<file path="src/rtl/uart_tx_arbiter.sv">
// Round-robin arbiter that feeds bytes from several requesters into a single
// uart_transmitter. One byte is handed over per slot: the grant pulses
// tx_start together with the winner's req_ready, then the block waits for the
// transmitter to go busy and idle again before it arbitrates the next byte.
// A transmitter that never goes busy is detected with a bounded wait and
// reported through a sticky timeout flag.
module uart_tx_arbiter #(
  parameter int NUM_REQ       = 4,
  parameter int BUSY_WAIT_MAX = 16,
  localparam int IDW          = $clog2(NUM_REQ)
) (
  input  logic                 clk,
  input  logic                 rst,
  input  logic [NUM_REQ-1:0]   req_valid,
  input  logic [NUM_REQ*8-1:0] req_data,
  output logic [NUM_REQ-1:0]   req_ready,
  output logic                 tx_start,
  output logic [7:0]           tx_data,
  input  logic                 tx_busy,
  output logic [IDW-1:0]       grant_id,
  output logic                 active,
  output logic                 timeout_err,
  input  logic                 clear_err
);

  localparam int CW = $clog2(BUSY_WAIT_MAX + 1);

  localparam logic [1:0] S_IDLE      = 2'd0;
  localparam logic [1:0] S_WAIT_BUSY = 2'd1;
  localparam logic [1:0] S_WAIT_DONE = 2'd2;

  logic [1:0]     state;
  logic [IDW-1:0] rr_ptr;
  logic [CW-1:0]  wait_cnt;

  logic [7:0]     req_byte [NUM_REQ];
  logic           win_found;
  logic [IDW-1:0] win_idx;
  logic           timeout_fire;

  // Successor of a requester index, wrapping the last requester back to 0.
  function automatic logic [IDW-1:0] next_id(input logic [IDW-1:0] id);
    if (id == IDW'(NUM_REQ - 1)) return '0;
    return id + IDW'(1);
  endfunction

  // Split the flat data bus into one byte per requester.
  for (genvar g = 0; g < NUM_REQ; g++) begin : g_byte
    assign req_byte[g] = req_data[8*g +: 8];
  end

  // Round-robin search: first valid requester at or after rr_ptr, wrapping.
  always_comb begin
    int idx;
    // NOTE: every variable gets a default before any conditional assignment,
    // otherwise paths that skip the assignment would infer a latch.
    win_found = 1'b0;
    win_idx   = '0;
    idx       = 0;
    for (int k = 0; k < NUM_REQ; k++) begin
      idx = int'(rr_ptr) + k;
      if (idx >= NUM_REQ) idx = idx - NUM_REQ;
      if (!win_found && req_valid[IDW'(idx)]) begin
        win_found = 1'b1;
        win_idx   = IDW'(idx);
      end
    end
  end

  // Last allowed WAIT_BUSY cycle with the transmitter still idle: the counter
  // would reach BUSY_WAIT_MAX at this edge.
  assign timeout_fire = (state == S_WAIT_BUSY) && !tx_busy &&
                        (wait_cnt == CW'(BUSY_WAIT_MAX - 1));

  assign active = (state != S_IDLE);

  // Main FSM: grant in IDLE, then track the transmitter through busy and done.
  always_ff @(posedge clk) begin
    // NOTE: state registers use non-blocking assignments so every register
    // samples pre-edge values regardless of statement order.
    if (rst) begin
      state     <= S_IDLE;
      rr_ptr    <= '0;
      wait_cnt  <= '0;
      tx_start  <= 1'b0;
      req_ready <= '0;
      tx_data   <= 8'h00;
      grant_id  <= '0;
    end else begin
      // Accept and start strobes are single-cycle pulses by default.
      tx_start  <= 1'b0;
      req_ready <= '0;
      case (state)
        S_IDLE: begin
          if (win_found && !tx_busy) begin
            state     <= S_WAIT_BUSY;
            tx_data   <= req_byte[win_idx];
            grant_id  <= win_idx;
            tx_start  <= 1'b1;
            req_ready <= NUM_REQ'(1) << win_idx;
            wait_cnt  <= '0;
          end
        end
        S_WAIT_BUSY: begin
          if (tx_busy) begin
            state    <= S_WAIT_DONE;
            wait_cnt <= '0;
          end else if (timeout_fire) begin
            state    <= S_IDLE;
            rr_ptr   <= next_id(grant_id);
            wait_cnt <= '0;
          end else begin
            wait_cnt <= wait_cnt + CW'(1);
          end
        end
        S_WAIT_DONE: begin
          if (!tx_busy) begin
            state  <= S_IDLE;
            rr_ptr <= next_id(grant_id);
          end
        end
        default: state <= S_IDLE;
      endcase
    end
  end

  // Sticky timeout flag; a timeout in the same cycle as clear_err wins.
  always_ff @(posedge clk) begin
    if (rst)               timeout_err <= 1'b0;
    else if (timeout_fire) timeout_err <= 1'b1;
    else if (clear_err)    timeout_err <= 1'b0;
  end

endmodule

</file>
<file path="config.mk">
export PLATFORM = sky130hd
export DESIGN_NAME = uart_tx_arbiter
export DESIGN_NICKNAME = d
export VERILOG_FILES = /design/src/rtl/uart_tx_arbiter.sv
export SDC_FILE = /design/constraint.sdc
export NUM_CORES = 1
export LEC_CHECK = 0
export BUFFER_PORTS_ARGS = -buffer_cell sky130_fd_sc_hd__buf_2
export CAP_MARGIN = 10
export CELL_PAD_IN_SITES_DETAIL_PLACEMENT = 1
export CELL_PAD_IN_SITES_GLOBAL_PLACEMENT = 1
export CORE_ASPECT_RATIO = 1.25
export CORE_MARGIN = 2
export CORE_UTILIZATION = 35
export CTS_BUF_LIST = sky130_fd_sc_hd__clkbuf_8
export DETAILED_ROUTE_END_ITERATION = 10
export GPL_TIMING_DRIVEN = 1
export PLACE_DENSITY_LB_ADDON = 0.1
export SYNTH_ARGS = -nofsm -noshare
export SYNTH_HDL_FRONTEND = slang
export SYNTH_SLANG_ARGS = --single-unit
export TNS_END_PERCENT = 5
</file>
<file path="constraint.sdc">
create_clock -name clk -period 2.1 [get_ports clk]
set_clock_uncertainty 0.2 [all_clocks]
set_input_delay 0.105 -clock clk [delete_from_list [all_inputs] [get_ports clk]]
set_output_delay 0.105 -clock clk [all_outputs]
set_load 0.02 [all_outputs]
</file>
## Word-level counts from Yosys, hierarchy flattened

Index checks and enable logic that the tools add are counted.
Widths: inputs -> output; s select.

| storage, ports and cells | value |
|---|---|
| register bits after elaboration | 25 |
| memory bits (writable) | 0 |
| bits of input ports | 40 |
| latch bits | 0 |
| memory bits (read-only) | 0 |
| word-level logic and storage cells | 114 |
| memories | 0 |

| cells by class | value |
|---|---|
| $add $sub $neg | 9 |
| shift-type cells | 1 |
| reduce and logical (&&, ||, !) cells | 21 |
| $lt $le $gt $ge | 9 |
| div/mod/pow operators | 0 |
| bitwise gates (word level) | 3 |
| multiply operators | 0 |
| muxes and demuxes | 54 |
| equal/unequal tests | 9 |

Operators with widths:

| cell | count |
|---|---|
| $mux 2 | 18 |
| $mux 1 | 23 |
| $bmux 8 s2 | 1 |
| $lt 2x4->1 const B | 4 |
| $mux 8 | 2 |
| $mux 5 | 3 |
| $ge 3x3->1 const B | 4 |
| $pmux 5 s2 | 1 |
| $bmux 1 s2 | 4 |
| $ne 2x2->1 const B | 4 |
| $reduce_bool 2->1 | 4 |
| $sub 2x1->2 const B | 4 |
| $add 2x2->3 const B | 2 |
| $logic_and 1x1->1 | 6 |
| $pmux 2 s3 | 1 |
| $add 5x1->5 const B | 1 |
| $eq 5x4->1 const B | 1 |
| $eq 2x2->1 const B | 2 |
| $logic_not 1->1 | 4 |
| $pmux 2 s2 | 1 |
| $reduce_and 2->1 | 2 |
| $reduce_and 4->1 | 1 |
| $shl 1x2->4 const A | 1 |
| $add 2x1->3 const B | 1 |
| other kinds (10) | 11 |

## Logic depth before layout (Yosys ltp)

| logic depth | value |
|---|---|
| word-level depth | 19 |
| mapped depth | 6 |
| gate-level depth less buffers | 6 |

## Worst setup path after synthesis

Ideal clock, no wire load.

| path | value |
|---|---|
| path type | register to register |
| start | reg wait_cnt[0] |
| end | reg rr_ptr[0] |
| data required time | 1.772 ns |
| buffers on the path | 0 |
| library setup time | 0.128 ns |
| cell stages (with the launch flop) | 7 |
| period minus slack after synthesis | 1.706 ns |
| arrival | 1.377 ns |
| path slack | 0.394 ns |
| cell sequence | dfxtp_1 > ha_1 > and4b_1 > nand3_1 > a21oi_1 > mux2i_1 > nor2_1 |

| between the ends | value |
|---|---|
| longest elaborated chain between the ends | 4 |

RTL lines:

| element | line | RTL |
|---|---|---|
| start, declared | 34 | `logic [CW-1:0] wait_cnt;` |
| start signal, assigned | 113 | `wait_cnt <= wait_cnt + CW'(1);` |
| $eq 5x4->1 | 73 | `(wait_cnt == CW'(BUSY_WAIT_MAX - 1));` |
| $logic_and 1x1->1 | 72 | `assign timeout_fire = (state == S_WAIT_BUSY) && !tx_busy &&` |
| $ne 2x2->1 (no source line) | - |  |
| $reduce_and 4->1 (no source line) | - |  |
| end signal, assigned | 110 | `rr_ptr <= next_id(grant_id);` |
| end signal, assigned | 119 | `rr_ptr <= next_id(grant_id);` |
| end, declared | 33 | `logic [IDW-1:0] rr_ptr;` |

No other way between the ends.
A chain may end at the register's enable or synchronous reset.

## Worst setup path in the final report

| path | value |
|---|---|
| start | in tx_busy |
| end | reg timeout_err |

| between the ends | value |
|---|---|
| longest elaborated chain between the ends | 4 |

RTL lines:

| element | line | RTL |
|---|---|---|
| start, declared | 19 | `input logic tx_busy,` |
| $logic_not 1->1 * | - |  |
| $logic_and 1x1->1 * (2 in a row) | 72 |  |
| $mux 1 or $reduce_bool 2->1 (tied branches) | - |  |
| end signal, assigned | 129 | `if (rst) timeout_err <= 1'b0;` |
| end signal, assigned | 130 | `else if (timeout_fire) timeout_err <= 1'b1;` |
| end signal, assigned | 131 | `else if (clear_err) timeout_err <= 1'b0;` |
| end, declared | 22 | `output logic timeout_err,` |

Every way passes the cells marked *; elsewhere a longest branch is shown, timed or not.

==> impl_metrics.ini <==
[status]
status = completed

[placement]
dp_hpwl_um = 2630
io_buffers = 56
gp_congestion = 0.833

[floorplan]
die_area_mm2 = 0.00421
fp.coreArea_mm2 = 0.00351
start_util_pct = 36.9
die-height_um = 72.1
rows = 24
die_width_um = 58.5
ios = 57

[critical_path]
rr_startpoint = wait_cnt[0]
crit_arrival_ns = 1.90
cp_max_fo = 7
rr_endpoint = timeout_err
reg2reg_depth = 5
start_kind = primary input
rrSetupSlack_ns = 0.17
critPathCaptureType = flop
crit_required_ns = 2.06
worstSetupPathType = in -> reg

[clock_tree]
cts_tree = built
h-tree-depth = 1
cts_resized = 0
cts_made_buffers = 3
path_clk_slew_ns = 0.08
clock_latency_ns = 0.27
cts_root_buffer = clkbuf_8
clock-sinks = 25
cts_max_path_buffers = 2

[synthesis]
synth-async-reset-ratio_pct = 0
synth_top_family_by_area = simple AND/OR/NAND/NOR gates
synth_seq_cells = 25
muxShareOfSynthArea_pct = 16.2
synth_fa_ha_area_share_pct = 1.93
syn_inst = 132
synth-xor-area-share_pct = 2.03
ys_warn_count = 0
synth_ff_type = dfxtp_1
synth-seq-area-share_pct = 38.6
yosys.area_share.simple_pct = 22.3
synth-compound-area-share_pct = 14.4
synth_enable_flop_cells = 0
syn_avg_cell_area_um2 = 9.83
synth_top_area_cell = dfxtp_1
yosysTopAreaCellShare_pct = 38.6
syn-num-nets = 174
yosys.cell_types.count = 35
yosys-top-cells-area = dfxtp_1 (39%), mux2i_1 (16%), o221ai_1 (4.7%), nor2_1 (4.3%), nor4_4 (3.3%)
synth_area_mm2 = 0.00130

[worst_hold_path]
hold_end = state[0]
hold_depth = 4
hold_class = in -> reg
min_from = req_valid[2]

[grt]
grt_pass1_wl_um = 7110
antenna_found_initial = 0
use_met3_pct = 4.10
use_met1_pct = 23.0
grt_usage_pct = 22.0
grt_pass1_vias = 1538
grt.met2_usage_pct = 41.4
grt.overflow.total = 0
grt_max_degree = 21
top_usage_layer = met2

[power_and_ir_drop]
power.total_mw = 1.07
ir_drop_mv = 0.460
power_density_mw_per_mm2 = 529
power_leakage_nw = 0.897

[final_layout]
diodes = 0
drive_above_1_share_pct = 34.2
nets = 268
area_growth_pct = 55.6
fin_util_pct = 57.5

[drt]
antenna_left = 0
firstDrtPassIters = 4
wl_per_cell_um = 15.9
wirelength_um = 4200
drtIter0Drc = 25
vias_per_cell = 5.04
drc = 0
dr_total_vias = 1330

[sta]
finalHoldViolCount = 0
relSlewSlack_pct = 71.2
max_slew.worst_pin.slew_ns = 0.429
tns_ns = 0
slew_violations = 0
fin_crit_sh_pct = 92.2
rsz0062_at_grt = no
period_minus_slack_ns = 1.94
max_freq_mhz = 517
setup_viol = 0

[run]
cap_violations = 0
[power breakdown]
| part | internal (mW) | switching [mW] |
|---|---|---|
| registers | 0.496 | 0.0156 |
| logic | 0.138 | 0.130 |
| clock network | 0.133 | 0.155 |
| total | 0.767 | 0.301 |
[routing by layer]
layer / routed length (µm) / share of wire [%]
met1: 1650 / 39
met2: 2140 / 51
met3: 285 / 6.8
met4: 130 / 3.1
met5: 0 / 0
[cells in the mapped netlist (all sizes together), types with 2 or more instances]
master and n:
a21oi 5, and3 3, buf 3, clkbuf 2, dfxtp 25, ha 2
inv 5, mux2i 21, nand2 10, nand2b 5, nand3 2, nor2 17
nor2b 3, nor3 3, nor3b 2, nor4 2, o211ai 2, o221ai 8
xor2 2
[area by class of cell]
cell class                      instances  area (µm²)
Tap cell                               39        48.8
Inverter                                5        18.8
Clock buffer                            3        41.3
Multi-Input combinational cell         97         737
Fill cell                             395        1490
Clock inverter                          1        5.00
Timing Repair Buffer                   94         668
Sequential cell                        25         500
[worst max-delay path by stage]
stage | end | startpoint | depth (start not counted) | slack, ns
2_1_floorplan | rr_ptr[0] | wait_cnt[0] | 6 | 0.39
5_1_grt | rr_ptr[1] | wait_cnt[0] | 6 | 0.05
3_5_place_dp | tx_data[2] | state[0] | 4 | 0.23
3_3_place_gp | rr_ptr[1] | wait_cnt[0] | 6 | 0.32
6_report | timeout_err | tx_busy | 7 | 0.16
4_1_cts | timeout_err | wait_cnt[0] | 5 | 0.21
[cells in the final DEF, fill, tap and decap left out, types with 3 or more instances in the layout]
cell type	synthesis	final
buf_2	0	56
dlygate4sd3_1	0	36
dfxtp_1	25	25
mux2i_1	21	21
nor2_1	15	15
nand2_1	9	9
o221ai_1	7	7
nand2b_1	5	5
a21oi_1	5	5
inv_1	4	4
nor2b_1	3	3
and3_1	3	3
clkbuf_8	0	3
[sequential cells by signal (all words and copies together) (netlist names)]
signal and cells:
grant_id 2, timeout_err 1, req_ready 4, state 2
rr_ptr 2, wait_cnt 5, tx_start 1, tx_data 8
[worst max-delay path: stages]
cell and delay [ns]:
dlygate4sd3_1 0.52, buf_2 0.22, inv_2 0.05, and3_1 0.21, a21oi_1 0.17, nor2_1 0.06
dlygate4sd3_1 0.56
[through the flow]
stage	cell area, µm²	instances	setup WS, ns	hold WS (ns)
after floorplan	1300	132	0.394	-0.0119
after global placement	1610	224	0.318	0.203
after detailed placement	1610	224	0.235	0.213
after CTS	2020	264	0.205	0.0508
after global routing	2020	264	0.0509	0.0692
final	2020	264	0.164	0.0584
[cells by family (layout without fill, tap and decap cells)]
logic type	after synthesis	after routing
DFF	25	25
buffers and inverters	10	103
adders and majority gates	2	2
AOI/OAI and AO/OA	22	22
muxes	21	21
and+or+nand+nor	49	49
xor gates and xnor gates	3	3
[timing repair]
action,4_1_cts,5_1_grt
setup buffers,0,0
hold buffers,36,0
endpoints found under the hold margin,17,0
No activity file was read; power rests on OpenSTA's default activity.
